[config.mk]
export PLATFORM = sky130hd
export DESIGN_NAME = pipeline_hazard_ctrl
export DESIGN_NICKNAME = d
export VERILOG_FILES = /design/src/rtl/pipeline_hazard_ctrl.sv
export SDC_FILE = /design/constraint.sdc
export NUM_CORES = 1
export LEC_CHECK = 0
export ABC_AREA = 1
export CORE_AREA = 2 2 65 67
export CTS_BUF_LIST = sky130_fd_sc_hd__clkbuf_8
export DETAILED_ROUTE_END_ITERATION = 10
export DIE_AREA = 0 0 67 69
export MAX_ROUTING_LAYER = met4
export PLACE_DENSITY_LB_ADDON = 0.05
export SYNTH_ARGS = -nofsm -noshare
export SYNTH_HDL_FRONTEND = slang
export SYNTH_SLANG_ARGS = --single-unit
[constraint.sdc]
create_clock -name clk_i -period 3.76 [get_ports clk_i]
set_input_delay 0.94 -clock clk_i [delete_from_list [all_inputs] [get_ports clk_i]]
set_output_delay 0.94 -clock clk_i [all_outputs]
set_load 0.05 [all_outputs]
[src/rtl/pipeline_hazard_ctrl.sv]
// pipeline_hazard_ctrl: stall/flush/forward sequencer for the 5-stage MIPS pipe, with MDU hold FSM.
// Optional stall/flush performance counters are built when HAZ_PERF_CNT_EN is defined.
module pipeline_hazard_ctrl #(
  parameter int MDU_LAT = 4,
  parameter int CNT_W   = 32
) (
  input  logic             clk_i,
  input  logic             reset_i,
  input  logic [4:0]       id_rs_i,
  input  logic [4:0]       id_rt_i,
  input  logic             id_use_rs_i,
  input  logic             id_use_rt_i,
  input  logic [4:0]       ex_rs_i,
  input  logic [4:0]       ex_rt_i,
  input  logic [4:0]       ex_rd_i,
  input  logic             ex_memread_i,
  input  logic             ex_mdu_start_i,
  input  logic             ex_br_taken_i,
  input  logic             id_jump_i,
  input  logic [4:0]       mem_rd_i,
  input  logic [4:0]       wb_rd_i,
  input  logic             mem_regwrite_i,
  input  logic             wb_regwrite_i,
  output logic             pc_en_o,
  output logic             ifid_en_o,
  output logic             idex_en_o,
  output logic             ifid_flush_o,
  output logic             idex_flush_o,
  output logic [1:0]       fwd_a_o,
  output logic [1:0]       fwd_b_o,
  output logic             mdu_done_o,
  output logic [CNT_W-1:0] stall_cnt_o,
  output logic [CNT_W-1:0] flush_cnt_o
);
  typedef enum logic [1:0] {RUN, MDU_WAIT, MDU_DONE} state_t;
  localparam logic [3:0] WAIT_CYC = 4'(MDU_LAT - 2);
  state_t     state_q, state_d;
  logic [3:0] cnt_q, cnt_d;
  logic       load_use;
  function automatic logic [1:0] fwd_sel(input logic [4:0] r);
    return (mem_regwrite_i && mem_rd_i != '0 && mem_rd_i == r) ? 2'b10 :
           (wb_regwrite_i && wb_rd_i != '0 && wb_rd_i == r) ? 2'b01 : 2'b00;
  endfunction
  assign fwd_a_o  = reset_i ? 2'b00 : fwd_sel(ex_rs_i);
  assign fwd_b_o  = reset_i ? 2'b00 : fwd_sel(ex_rt_i);
  assign load_use = ex_memread_i && ex_rd_i != '0 &&
                    ((id_use_rs_i && id_rs_i == ex_rd_i) || (id_use_rt_i && id_rt_i == ex_rd_i));
  always_ff @(posedge clk_i) begin
    if (reset_i) begin
      state_q <= RUN;
      cnt_q   <= '0;
    end else begin
      state_q <= state_d;
      cnt_q   <= cnt_d;
    end
  end
  // cnt holds the number of MDU_WAIT cycles still to go; MDU_LAT==2 skips MDU_WAIT
  always_comb begin
    state_d = state_q;
    cnt_d   = cnt_q;
    case (state_q)
      RUN: if (!ex_br_taken_i && ex_mdu_start_i) begin
        state_d = (WAIT_CYC == '0) ? MDU_DONE : MDU_WAIT;
        cnt_d   = WAIT_CYC;
      end
      MDU_WAIT: begin
        cnt_d   = cnt_q - 4'd1;
        state_d = (cnt_q == 4'd1) ? MDU_DONE : MDU_WAIT;
      end
      MDU_DONE: state_d = RUN;
      default:  state_d = RUN;
    endcase
  end
  always_comb begin
    pc_en_o      = 1'b1;
    ifid_en_o    = 1'b1;
    idex_en_o    = 1'b1;
    ifid_flush_o = 1'b0;
    idex_flush_o = 1'b0;
    mdu_done_o   = 1'b0;
    if (reset_i) begin
      {pc_en_o, ifid_en_o, idex_en_o} = 3'b000;
      {ifid_flush_o, idex_flush_o}    = 2'b11;
    end else if (state_q == MDU_WAIT) begin
      {pc_en_o, ifid_en_o, idex_en_o} = 3'b000;
    end else if (state_q == MDU_DONE) begin
      mdu_done_o = 1'b1;
    end else if (ex_br_taken_i) begin
      {ifid_flush_o, idex_flush_o} = 2'b11;
    end else if (ex_mdu_start_i) begin
      {pc_en_o, ifid_en_o, idex_en_o} = 3'b000;
    end else if (load_use) begin
      {pc_en_o, ifid_en_o} = 2'b00;
      idex_flush_o         = 1'b1;
    end else if (id_jump_i) begin
      ifid_flush_o = 1'b1;
    end
  end
`ifdef HAZ_PERF_CNT_EN
  logic             redirect;
  logic [CNT_W-1:0] stall_q, flush_q;
  // load-use bubbles are stalls, not redirects, so they never bump flush_cnt
  assign redirect = state_q == RUN && (ex_br_taken_i || (id_jump_i && !ex_mdu_start_i && !load_use));
  always_ff @(posedge clk_i) begin
    if (reset_i) begin
      stall_q <= '0;
      flush_q <= '0;
    end else begin
      stall_q <= stall_q + CNT_W'(!pc_en_o);
      flush_q <= flush_q + CNT_W'(redirect);
    end
  end
  assign stall_cnt_o = stall_q;
  assign flush_cnt_o = flush_q;
`else
  assign stall_cnt_o = '0;
  assign flush_cnt_o = '0;
`endif
endmodule

==> results of run 1 <==
state kept, by name, indices dropped and copies added, names as in the netlist:
| name | cells |
|---|---|
| cnt_q | 4 |
| state_q | 2 |
final cells by class:
cell class / instances / share of cell area
Clock buffer: 3 / 0.0221
Inverter: 32 / 0.0643
Multi-Input combinational cell: 188 / 0.476
Sequential cell: 6 / 0.0643
Tap cell: 50 / 0.0335
Timing Repair Buffer: 55 / 0.340
metal layers:
layer	track usage	vias to the layer above
li1	-	687
met1	0.168	543
met2	0.229	64
met3	0.0261	0
met4	0.00680	0
met5	-	-
report_power, final:
| part | leakage [nW] | internal (mW) | switching, mW |
|---|---|---|---|
| sequential | 0.0494 | 0.0694 | 0.00377 |
| combinational | 0.897 | 0.0907 | 0.223 |
| clock | 0.0216 | 0.0685 | 0.0245 |
layout by cell type, fill, tap and decap left out:
master / synthesis / layout
a21oi_1: 8 / 8
a31oi_1: 1 / 1
buf_12: 0 / 9
buf_4: 65 / 2
clkbuf_8: 0 / 3
clkdlybuf4s50_1: 0 / 44
conb_1: 1 / 64
dfxtp_1: 6 / 6
ha_1: 2 / 2
inv_1: 29 / 29
inv_2: 3 / 3
nand2_1: 45 / 45
nand2_2: 1 / 1
nand3_1: 6 / 6
nand3_2: 1 / 1
nand3b_1: 1 / 1
nand4_1: 4 / 4
nor2_1: 20 / 20
nor2_2: 1 / 1
nor2_4: 1 / 1
nor3_1: 5 / 5
nor4_1: 2 / 2
o211ai_1: 1 / 1
o21ai_0: 6 / 6
o21ai_2: 1 / 1
o22ai_1: 1 / 1
or2_2: 1 / 1
xnor2_1: 9 / 9
xor2_1: 7 / 7
logic make-up after synthesis:
logic type      Yosys count  share of synthesized area
buf+inv                  97                      0.441
flops                     6                     0.0870
other cells               1                    0.00272
fa+ha+maj                 2                     0.0181
compound gates           18                     0.0716
simple gates             88                      0.278
xor+xnor                 16                      0.102
how the worst max path moves through the flow:
stage / cells past startpoint / to / slack, ps
after CTS: 12 / ifid_en_o / 380
after global placement: 8 / fwd_b_o[0] / 410
final: 10 / ifid_en_o / 410
after detailed placement: 12 / ifid_en_o / 390
after global routing: 12 / ifid_en_o / 270
after floorplan: 3 / fwd_b_o[1] / 170
==> key figures, run 1 <==
Power
  • PwrDens: approximately 260 nW/um^2
  • Pleak: slightly below 1 nW
  • Total power: ~480 uW
  • Peak supply drop: between 0.0002 and 0.00025 V

Final layout
  • Final net count: roughly 330
  • Fin util: 0.477
  • Ant. Diodes: 0
  • Layout Cells excl Fill: 334
  • Reg area: around 120 um^2
  • Fillcell total: about 440
  • Post-route cell area: roughly 1900 um^2
  • Area of the multi-input gates: 888 um^2
  • Layout cells sized above 1: 0.0810
  • Area delta synth->final: 35.4%

Critical path
  • CP Launch Type: input port
  • Cell Chain, Critical Path: clkdlybuf4s50_1 -> inv_1 -> nand4_1 -> o21ai_0 -> inv_1 -> nand2_2 -> nand2_1 -> a31oi_1 -> buf_4 -> buf_12
  • Crit path kind: in -> out
  • CP bufs+invs: 5
  • CP Capture Type: primary output
  • Critical path arrival: between 2000 and 2500 ps
  • Worst r2r src: state_q[0]
  • CP max stage delay: roughly 420 ps
  • Most frequent CP cell: inv_1
  • R2R Setup Slk: between 2000 and 3000 ps
  • Worst path top cell family by delay: buffers and inverters
  • Worst-path fanout max: 4
  • CP max-delay cell: clkdlybuf4s50_1
  • Origin of the worst setup path: ex_rd_i[2]
  • R2R cell count: 7
  • WP data required: 2820 ps
  • R2R Path End: cnt_q[2]

Drt
  • DRT Wirelength: approximately 3200 um
  • Met3 WL: 279 um
  • Post-DR vias/cell: between 3 and 4
  • Wire length on met1: 1360 um
  • Number of iterations in the first detailed-routing pass: 4
  • # DRC: 0
  • Drt wl/cell: ~9.5 um
  • Number of routed nets with antenna violations: 0
  • Total number of vias: 1294
  • Top Metal Used: met3
  • DRT iter0 DRCs: 23
  • Met2 routed WL: roughly 1500 um

GRT
  • Overall routing resource usage: 0.133
  • Via count of the first global-routing pass: 1146
  • Initial antenna violation count: 0
  • First-pass GRT wire length: ~4900 um
  • Overflow after GRT: 0
  • Largest net degree at the start of global routing: 8

Placed design
  • Dpl hpwl: approximately 2800 um
  • Area after DPL: 1830 um^2
  • Dpl ws: about 400 ps
  • Cells after DPL: approximately 330
  • RD Place Congestion: roughly 0.75
  • Port bufs: 54

CTS
  • Cts bufs inserted: 3
  • Post-CTS setup buffers: 0
  • Htree depth: 1
  • CTS max path bufs: 2
  • Hold Buf Count CTS: 0
  • Root Driver: clkbuf_8
  • Clock Latency Late Sink: approximately 220 ps
  • CTS tree: done
  • Sink Count: 6
  • Worst-path clk slew: around 30 ps
  • Post-CTS resize count: 0

Synthesis
  • Synth Instances: ~230
  • Mean Syn Cell Area: 6.05 um^2
  • Main synth FF type: dfxtp_1
  • YS warnings: 0
  • Async S/R FF share, synth: 0
  • Register area share after synthesis: 0.0870
  • Commonest cells in the netlist: 65 x buf_4, 45 x nand2_1, 29 x inv_1
  • Seq cells post-synth: 6
  • Yosys top cell by area: buf_4
  • Top cell type's share of synthesized area: 0.354
  • Netlist Area Pre-Place: roughly 1400 um^2
  • Post-synth EDFFs: 0
  • Most instantiated library cell after synthesis: buf_4
  • Synth unique cells: 26
  • Main area contributors after synthesis: buf_4 35%, nand2_1 12%, dfxtp_1 8.7%, inv_1 7.9%, xnor2_1 5.7%

Timing
  • Worst hold slack: between 500 and 600 ps
  • Max-slew violation count: 0
  • Setup_tns: 0 ps
  • Fmax: approximately 0.30 GHz
  • Period utilization: 0.891
  • Final WS setup: approximately 400 ps
  • RSZ-0062 raised after global routing: no
  • Hold Fails Final Rpt: 0
  • Min Clock Period, post-route: ~3400 ps
  • Clk_skew: 3.21 ps
  • # setup viols final: 0

Hold path
  • Hold Crit Class: reg -> reg
  • Min-Delay Endpoint: cnt_q[0]
  • Hold Path Origin: cnt_q[0]
  • Hold Path Depth: 1

Die
  • I/O pin total: 119
  • Die area: 4620 um^2
  • FP Rows: 23
  • Die width: ~67 um
  • Core Footprint: 3910 um^2
  • Starting Density: 0.353
  • Die Y: approximately 70 um

Flow run
  • Max-cap violations: 0

Outcome
  • Status: finished clean
(Power assumes the default switching activity.)
==> run 2: changes to the inputs <==
Clock period 3.76 ns to 4.25 ns, I/O delays scaled along.
==> run 2 against run 1 <==
Core utilization is 2.0 points lower. Highest routed layer is now met4. Clock power is 5.4% lower. Critical endpoint is now pc_en_o. Power is 12% lower. Sequential power is 12% lower. Largest power group unchanged. Critical path type unchanged. Die area stayed put. Critical path depth is 1 lower.
==> key figures, run 2 (synthesis gave the netlist of run 1 again) <==
Outcome
  • Status: finished clean (unchanged)

GRT
  • Initial antenna violation count: 0 (unchanged)
  • Overall routing resource usage: 0.129 (was 0.133)
  • Largest net degree at the start of global routing: 8 (unchanged)
  • Overflow after GRT: 0 (unchanged)
  • First-pass GRT wire length: 4660 um (was 4940 um)
  • Via count of the first global-routing pass: 1042 (was 1146)

Final layout
  • Layout Cells excl Fill: 333 (was 334)
  • Post-route cell area: 1790 um^2 (was 1870 um^2)
  • Top Registers: cnt_q: 4 flops, state_q: 2 flops (unchanged)
  • Ant. Diodes: 0 (unchanged)
  • Fillcell total: 422 (was 436)
  • Reg area: 120 um^2 (unchanged)
  • Area delta synth->final: 29.6% (was 35.4%)
  • Commonest non-fill, non-tap cell in the layout: conb_1 (unchanged)
  • Largest register FFs: 4 (unchanged)
  • Final net count: 332 (was 333)
  • Biggest register: cnt_q (unchanged)
  • Most frequent cells in the layout: 64 x conb_1, 45 x nand2_1, 45 x clkdlybuf4s50_1, 29 x inv_1, 20 x nor2_1 (was 64 x conb_1, 45 x nand2_1, 44 x clkdlybuf4s50_1, 29 x inv_1, 20 x nor2_1)
  • Layout cells sized above 1: 0.0742 (was 0.0810)
  • Area of the multi-input gates: 888 um^2 (unchanged)

CTS
  • Cts bufs inserted: 3 (unchanged)
  • CTS tree: done (unchanged)
  • Worst-path clk slew: 40 ps (was 30 ps)
  • Post-CTS resize count: 0 (unchanged)
  • Sink Count: 6 (unchanged)
  • Root Driver: clkbuf_8 (unchanged)
  • Htree depth: 1 (unchanged)
  • Clock Latency Late Sink: 220 ps (about the same)
  • CTS max path bufs: 2 (unchanged)
  • Hold Buf Count CTS: 0 (unchanged)
  • Post-CTS setup buffers: 0 (unchanged)

Die
  • Die width: 67 um (unchanged)
  • Starting Density: 0.353 (unchanged)
  • I/O pin total: 119 (unchanged)
  • Die Y: 69 um (unchanged)
  • Core Footprint: 3910 um^2 (unchanged)
  • FP Rows: 23 (unchanged)
  • Die area: 4620 um^2 (unchanged)

Placed design
  • Area after DPL: 1750 um^2 (was 1830 um^2)
  • RD Place Congestion: 0.796 (was 0.752)
  • Port bufs: 54 (unchanged)
  • Cells after DPL: 330 (was 331)
  • Dpl hpwl: 2710 um (was 2810 um)

Timing
  • # setup viols final: 0 (unchanged)
  • RSZ-0062 raised after global routing: no (unchanged)
  • Hold Fails Final Rpt: 0 (unchanged)
  • Slew @ Worst Pin: approximately 570 ps
  • Period utilization: 0.888
  • Clk_skew: 0.556 ps (was 3.21 ps)
  • Setup_tns: 0 ps (unchanged)
  • Fmax: around 0.26 GHz
  • Min Clock Period, post-route: about 3800 ps
  • Max-slew violation count: 0 (unchanged)
  • Worst hold slack: 520 ps (was 515 ps)
  • Relative slew slack: 0.617

Critical path
  • Critical path arrival: 2710 ps (was 2410 ps)
  • R2R Setup Slk: 3110 ps (was 2600 ps)
  • R2R cell count: 7 (unchanged)
  • Worst-path fanout max: 3 (was 4)
  • CP Launch Type: input port (unchanged)
  • CP Capture Type: primary output (unchanged)
  • WP data required: 3190 ps (was 2820 ps)
  • Crit path kind: in -> out (unchanged)

Drt
  • Drt wl/cell: 9.24 um (was 9.49 um)
  • # DRC: 0 (unchanged)
  • Number of iterations in the first detailed-routing pass: 4 (unchanged)
  • Total number of vias: 1275 (was 1294)
  • Post-DR vias/cell: 3.83 (was 3.87)
  • Number of routed nets with antenna violations: 0 (unchanged)
  • DRT iter0 DRCs: 56 (was 23)
  • DRT Wirelength: 3080 um (was 3170 um)

Power
  • Peak supply drop: 0.000179 V (was 0.000243 V)
  • PwrDens: 236 nW/um^2 (was 257 nW/um^2)
  • Pleak: 0.940 nW (was 0.968 nW)

Hold path
  • Hold Path Depth: 1 (unchanged)
  • Hold Crit Class: reg -> reg (unchanged)

Flow run
  • Max-cap violations: 0 (unchanged)
==> run 2: routing by layer <==
metal  vias up  wire [um]  GRT usage
li1        682          -          -
met1       519       1270      0.168
met2        71       1470      0.206
met3         3        317     0.0196
met4         0         21     0.0340
met5         -          0          -
==> run 2: report_power, final <==
group / switching (mW) / total [mW] / internal [mW]
Sequential: 0.00340 / 0.0647 / 0.0613
Combinational: 0.195 / 0.270 / 0.0746
Clock: 0.0270 / 0.0880 / 0.0611
Total: 0.225 / 0.422 / 0.197
==> run 2: final timing paths <==
path / startpoint / endpoint
setup / recovery: ex_rd_i[1] / pc_en_o
hold / removal: cnt_q[0] / cnt_q[0]
setup reg to reg: state_q[0] / cnt_q[2]
hold reg to reg: cnt_q[0] / cnt_q[0]
==> run 2: final cells by class <==
type | instances | share of cell area
Inverter | 32 | 0.0672
Multi-Input combinational cell | 188 | 0.497
Sequential cell | 6 | 0.0672
Tap cell | 50 | 0.0350
Timing Repair Buffer | 54 | 0.311
Clock buffer | 3 | 0.0231
==> run 2: critical path, cell delays in order <==
cell             delay (ps)
clkdlybuf4s50_1         440
inv_1                   110
nand4_1                  90
o21ai_0                 160
inv_1                    60
nand2_2                  90
nand2_1                  50
a31oi_1                 430
buf_12                  210
==> run 2: through the flow <==
step | power [mW] | utilization | worst slack [ps]
finish | 0.422 | 0.457 | 475
global route | 0.446 | 0.457 | 349
detailed placement | 0.334 | 0.446 | 457
global placement | 0.335 | 0.446 | 521
floorplan | 0.306 | - | 415
CTS | 0.423 | 0.457 | 453
